<file path="src/rtl/vga_timing_gen.sv">
// 640x480@60 Hz VGA raster generator: pixel counters, valid, delayed syncs and a per-frame tick.
// Optional frame counter enabled by defining VGA_FRAME_CNT_EN.
module vga_timing_gen #(
  parameter int H_VISIBLE  = 640,
  parameter int H_FRONT    = 16,
  parameter int H_SYNC     = 96,
  parameter int H_BACK     = 48,
  parameter int V_VISIBLE  = 480,
  parameter int V_FRONT    = 10,
  parameter int V_SYNC     = 2,
  parameter int V_BACK     = 33,
  parameter int SYNC_DELAY = 2
) (
  input  logic       clk_25m,
  input  logic       rst,
  output logic [9:0] hc,
  output logic [9:0] vc,
  output logic       valid,
  output logic       hsync,
  output logic       vsync,
  output logic       frame_tick,
  output logic [7:0] frame_cnt
);

  localparam int H_TOTAL = H_VISIBLE + H_FRONT + H_SYNC + H_BACK;
  localparam int V_TOTAL = V_VISIBLE + V_FRONT + V_SYNC + V_BACK;

  localparam logic [9:0] H_LAST   = 10'(H_TOTAL - 1);
  localparam logic [9:0] V_LAST   = 10'(V_TOTAL - 1);
  localparam logic [9:0] H_VIS    = 10'(H_VISIBLE);
  localparam logic [9:0] V_VIS    = 10'(V_VISIBLE);
  localparam logic [9:0] HS_FIRST = 10'(H_VISIBLE + H_FRONT);
  localparam logic [9:0] HS_LAST  = 10'(H_VISIBLE + H_FRONT + H_SYNC - 1);
  localparam logic [9:0] VS_FIRST = 10'(V_VISIBLE + V_FRONT);
  localparam logic [9:0] VS_LAST  = 10'(V_VISIBLE + V_FRONT + V_SYNC - 1);

  if (H_TOTAL > 1024 || V_TOTAL > 1024 || SYNC_DELAY < 0 || SYNC_DELAY > 4) begin : g_param_check
    $error("vga_timing_gen: totals must fit 10-bit counters and SYNC_DELAY must be 0..4");
  end

  logic [9:0] hc_next;
  logic [9:0] vc_next;
  logic       valid_next;
  logic       hs_raw_next;
  logic       vs_raw_next;
  logic       tick_next;
  logic       hs_raw;
  logic       vs_raw;

  // Everything registered is derived from the next-state counters so it stays coherent with hc/vc.
  always_comb begin
    // NOTE: default every comb output first so no path leaves a value held, which would infer a latch.
    hc_next = hc + 10'd1;
    vc_next = vc;
    if (hc == H_LAST) begin
      hc_next = 10'd0;
      vc_next = (vc == V_LAST) ? 10'd0 : vc + 10'd1;
    end
    valid_next  = (hc_next < H_VIS) && (vc_next < V_VIS);
    hs_raw_next = !((hc_next >= HS_FIRST) && (hc_next <= HS_LAST));
    vs_raw_next = !((vc_next >= VS_FIRST) && (vc_next <= VS_LAST));
    tick_next   = (hc_next == 10'd0) && (vc_next == V_VIS);
  end

  always_ff @(posedge clk_25m) begin
    // NOTE: non-blocking assignments so every register samples pre-edge values regardless of order.
    if (rst) begin
      hc         <= 10'd0;
      vc         <= 10'd0;
      valid      <= 1'b0;
      frame_tick <= 1'b0;
      hs_raw     <= 1'b1;
      vs_raw     <= 1'b1;
    end else begin
      hc         <= hc_next;
      vc         <= vc_next;
      valid      <= valid_next;
      frame_tick <= tick_next;
      hs_raw     <= hs_raw_next;
      vs_raw     <= vs_raw_next;
    end
  end

  // Extra sync delay matches the downstream ROM/colour register pipeline.
  if (SYNC_DELAY == 0) begin : g_no_delay
    assign hsync = hs_raw;
    assign vsync = vs_raw;
  end else begin : g_delay
    logic [SYNC_DELAY-1:0] hs_pipe;
    logic [SYNC_DELAY-1:0] vs_pipe;

    always_ff @(posedge clk_25m) begin
      if (rst) begin
        hs_pipe <= '1;
        vs_pipe <= '1;
      end else begin
        hs_pipe[0] <= hs_raw;
        vs_pipe[0] <= vs_raw;
        for (int i = 1; i < SYNC_DELAY; i++) begin
          hs_pipe[i] <= hs_pipe[i-1];
          vs_pipe[i] <= vs_pipe[i-1];
        end
      end
    end

    assign hsync = hs_pipe[SYNC_DELAY-1];
    assign vsync = vs_pipe[SYNC_DELAY-1];
  end

`ifdef VGA_FRAME_CNT_EN
  logic [7:0] frame_cnt_q;

  always_ff @(posedge clk_25m) begin
    if (rst) begin
      frame_cnt_q <= 8'd0;
    end else if (tick_next) begin
      frame_cnt_q <= frame_cnt_q + 8'd1;
    end
  end

  assign frame_cnt = frame_cnt_q;
`else
  assign frame_cnt = 8'd0;
`endif

endmodule

</file>
<file path="config.mk">
export PLATFORM = sky130hd
export DESIGN_NAME = vga_timing_gen
export DESIGN_NICKNAME = d
export VERILOG_FILES = /design/src/rtl/vga_timing_gen.sv
export SDC_FILE = /design/constraint.sdc
export NUM_CORES = 1
export LEC_CHECK = 0
export CAP_MARGIN = 10
export CELL_PAD_IN_SITES_DETAIL_PLACEMENT = 0
export CELL_PAD_IN_SITES_GLOBAL_PLACEMENT = 1
export CORE_MARGIN = 10
export CORE_UTILIZATION = 40
export DETAILED_ROUTE_END_ITERATION = 12
export PLACE_DENSITY = 0.8
export SYNTH_ARGS = -nofsm -noshare
export SYNTH_HDL_FRONTEND = slang
export SYNTH_SLANG_ARGS = --single-unit
</file>
<file path="constraint.sdc">
create_clock -name clk_25m -period 5.1 [get_ports clk_25m]
set_clock_uncertainty 0.05 [all_clocks]
set_input_delay 1.02 -clock clk_25m [delete_from_list [all_inputs] [get_ports clk_25m]]
set_output_delay 1.02 -clock clk_25m [all_outputs]
set_load 0.05 [all_outputs]
</file>
After elaboration in Yosys (flattened, before gate mapping) --
Cells that the tools add are included. Widths: inputs -> output; s select.
Cells by class: mux-type cells 3, reductions and logical operators 7, eq/ne operators 3, order comparisons 6, $add $sub $neg 2
Operators by type and width (number):
- $mux 10 | 3
- $add 10x1->10 const B | 2
- $eq 10x10->1 const B | 2
- $eq 10x9->1 const B | 1
- $ge 10x10->1 const B | 1
- $ge 10x9->1 const B | 1
- $le 10x10->1 const B | 1
- $le 10x9->1 const B | 1
- $logic_not 10->1 | 1
- $lt 10x10->1 const B | 1
- $lt 10x9->1 const B | 1
- $logic_and 1x1->1 | 4
- $logic_not 1->1 | 2
Storage, ports and cells: register bits 28, bits of input ports 2, word-level logic and storage cells 29, output and inout bits 32

Depth between registers and ports, before layout --
depth after elaboration 6, gate-level depth with buffers 8, gate-level depth less buffers 7

Least setup slack after synthesis --
Ideal clock, no wire load.
path kind register to register, start register vc[0], end register vs_raw, stages on the path, launching flop included 9, period minus slack after synthesis 2.489 ns, arrival 2.357 ns, required time 4.968 ns, path slack 2.611 ns, buffers on the path 1, library setup time 0.082 ns, path through dfxtp_1 -> inv_1 -> ha_1 -> and4_1 -> and3_1 -> clkbuf_1 -> or4b_1 -> and2_1 -> o2111ai_1
Between the ends: word-level cells in the longest chain between the ends 6, elaborated cells on any way between the ends 8
Ends and longest elaborated chain:
- start, declared | RTL line 17 | output logic [9:0] vc,
- start signal, assigned | RTL line 76 | vc <= vc_next;
- $add 10x1->10 or $eq 10x10->1 (tied branches) | RTL line 57 | vc_next = (vc == V_LAST) ? 10'd0 : vc + 10'd1;
- $mux 10 | RTL line 57
- $mux 10 * | RTL line 55 | if (hc == H_LAST) begin
- $ge 10x9->1 or $le 10x9->1 (tied branches) | RTL line 61 | vs_raw_next = !((vc_next >= VS_FIRST) && (vc_next <= VS_LAST));
- $logic_and 1x1->1 * | RTL line 61
- $logic_not 1->1 * | RTL line 61
- end signal, assigned | RTL line 80 | vs_raw <= vs_raw_next;
- end, declared | RTL line 48 | logic vs_raw;
Mark *: on every way between the ends. The rest lies on a longest branch, timed or not. A chain may end at the register's enable or synchronous reset.

Worst setup path after layout --
start register hc[5], end output port hc[5]
RTL lines:
- start, declared | RTL line 16 | output logic [9:0] hc,
- start signal, assigned | RTL line 75 | hc <= hc_next;
No word-level cell between the ends.

==> metrics.yaml <==
route:
  routed.top_layer: "met4"
  drc: 0
  ant_nets: 0
  wl_met2_um: 1692
  drtIter0Drc: 163
  drt-met1-wl_um: 2037
  drt-total-wl_um: 4163
  met3_length_um: 408
  vias: 1522
  first_pass_iters: 4
  avgRoutedWirePerCell_um: 15.19
  avgViaCountPerCell: 5.555
global_route:
  grt_pass1_wl_um: 6796
  antenna_found_initial: 0
  grt_use_total: 0.1091
  grt_pass1_vias: 1330
  grt_remaining_overflow: 0
  grt_max_degree: 28
yosys:
  yosysWarnings: 0
  synth.cell_area_sq_um: 1714
  synth_cells: 212
  synthArstFlopShare: 0
  syn_avg_cell_area_sq_um: 8.086
  synth_flop_cell: "dfxtp_1"
  synth_edf_count: 0
  yosys.area.top_type: "dfxtp_1"
  synthDistinctLibCells: 52
  synth_top_area_share: 0.3270
  ys_ff_latch: 28
  seq_area_frac_synth: 0.3270
  synth_top_cells_by_area: "dfxtp_1, nor2_1, nand3_1"
worst_setup_path:
  arrival_ns: 1.75
  crit_type: "register to primary output"
  max_stage_delay_ns: 0.89
  end_kind: "primary output"
  worstPathMaxFanout: 12
  crit_chain: "clkdlybuf4s50_1"
  slowest_stage: "clkdlybuf4s50_1"
  cp_data_required_time_ns: 4.03
  crit_family: "buffers and inverters"
  timing.critical_path.buf_inv: 1
  crit_path_start_kind: "register"
timing:
  relSlewSlack: 0.3536
  min_period_ns: 2.824
  finalHoldViolations: 0
  fin_tns_setup_ns: 0
  setup_viol: 0
  final_max_slew_viol_count: 0
  rsz0062_at_grt: "no"
  timing.hold.ws_ns: 0.3659
  period_share: 0.5538
  worst_slack_ns: 2.276
  tightest_slew_ns: 0.9666
  fmax_mhz: 354.1
power:
  pwr_density_cell_nw_per_um2: 229.8
  p_leak_nw: 0.6456
  clkPwrFrac: 0.378
  p_switching_mw: 0.1143
  p_sw_frac: 0.2501
  ir_drop_v: 0.0001617
  seqPwrFrac: 0.501
  p_comb_frac: 0.121
  internal_power_mw: 0.3426
place:
  place.gp.congestion: 0.8468
  preCtsSetupSlack_ns: 2.105
  dpl.hpwl_um: 3023
  place.port_buffers: 25
worst_hold_path:
  min-delay-path-class: "register to register"
clocking:
  cts_setup_buffers: 0
  cts_resized: 0
  holdBufCountCts: 0
  clk_latency_ns: 0.27
  cts_buffer_depth: 2
  cts_sinks: 28
  cts_max_level: 1
  cts_tree: "yes"
  cts-buffers-inserted: 3
  root_buffer: "clkbuf_8"
  clkTransAtPathRegs_ns: 0.09
flow_run:
  maxCapViolations: 0
cells_and_area:
  drive_above_1_share: 0.07589
  seq_area_sq_um: 560.5
  nFillCells: 405
  syn2layout_area_growth_pct: 15.99
  n_antenna_cell: 0
  multi_input_area_sq_um: 1017
  final_nets: 231
die:
  num_rows: 23
  dieHeight_um: 85.46
  die-area_sq_um: 7303
  start_util: 0.4195
  io_pins: 34
  core-area_sq_um: 4086
  die_width_um: 85.46
run_status:
  status: "complete, no violations"
registers in the layout, summed over array words and instances (netlist names):
register and count:
vs_raw 1, hs_raw 1, g_delay.hs_pipe 2, g_delay.vs_pipe 2, vc 10, frame_tick 1, hc 10, valid 1
routing by layer:
metal  track usage  vias up
li1              -      775
met1        0.1499      689
met5             0        -
met3       0.04780        2
met4       0.02096        0
met2        0.1526       56
area by class of cell:
cell class                      instances  share of cell area
Clock buffer                            3             0.02077
Clock inverter                          1             0.01510
Inverter                                7             0.01322
Multi-Input combinational cell        160              0.5116
Sequential cell                        28              0.2819
Tap cell                               50             0.03147
Timing Repair Buffer                   25              0.1259
layout by cell type (no fill, tap or decap), types with 3 or more instances in the layout:
cell type | Yosys | layout
dfxtp_1 | 28 | 28
clkdlybuf4s50_1 | 0 | 25
nor2_1 | 21 | 21
nand2_1 | 14 | 14
nand3_1 | 13 | 13
a21oi_1 | 12 | 12
o21ai_0 | 9 | 9
nor3_1 | 8 | 8
conb_1 | 1 | 8
inv_1 | 7 | 7
or2_2 | 5 | 5
nand4_1 | 5 | 5
and3_1 | 4 | 4
xnor2_1 | 4 | 4
xor2_1 | 4 | 4
ha_1 | 4 | 4
and4_1 | 3 | 3
or3_1 | 3 | 3
a31oi_1 | 3 | 3
nor4_1 | 3 | 3
clkbuf_8 | 0 | 3
synthesized netlist by cell type (3+ instances only):
cell and number:
a21oi_1 12, a31oi_1 3, and3_1 4, and4_1 3, buf_2 7, buf_4 8, clkbuf_1 8, dfxtp_1 28
ha_1 4, inv_1 7, nand2_1 14, nand3_1 13, nand4_1 5, nor2_1 21, nor3_1 8, nor4_1 3
o21ai_0 9, or2_2 5, or3_1 3, xnor2_1 4, xor2_1 4
power groups by stage:
stage	sequential, mW	clock, mW	combinational (mW)
after floorplan	0.244	0	0.0373
after global placement	0.234	0	0.0550
after detailed placement	0.234	0	0.0550
after CTS	0.229	0.177	0.0552
after global routing	0.230	0.185	0.0585
final	0.229	0.173	0.0551
worst paths after layout:
kind / from / depth (start not counted) / slack, ns / end
worst max-delay path: hc[5] / 1 / 2.28 / hc[5]
worst min-delay path: g_delay.hs_pipe[0] / 1 / 0.37 / g_delay.hs_pipe[1]
worst max register to register: hc[0] / 6 / 2.62 / frame_tick
worst min register to register: g_delay.hs_pipe[0] / 1 / 0.37 / g_delay.hs_pipe[1]
cell families after synthesis:
family,after synthesis,share of synthesized area
DFF,28,0.3270
muxes,1,0.005840
xor gates and xnor gates,8,0.04087
adders and majority gates,4,0.02920
and+or+nand+nor,98,0.3416
buffers and inverters,31,0.09489
other,1,0.002188
AOI/OAI and AO/OA,41,0.1584
through the flow:
step | power (mW) | cell area [sq um] | cells | util
2_1_floorplan | 0.2816 | 1740 | 219 | -
3_3_place_gp | 0.2891 | 1917 | 270 | 0.4691
3_5_place_dp | 0.2892 | 1917 | 270 | 0.4691
4_1_cts | 0.4610 | 1988 | 274 | 0.4865
5_1_grt | 0.4735 | 1988 | 274 | 0.4865
6_report | 0.4568 | 1988 | 274 | 0.4865
worst register-to-register path, cell delays in order, from the launching register on:
cell and delay, ns:
dfxtp_1 0.43, ha_1 0.32, nand4_1 0.33, nor3_4 0.53, o21ai_2 0.09, a221o_1 0.39
nor4b_2 0.25
Note: power is estimated with default switching activity, not from simulation.
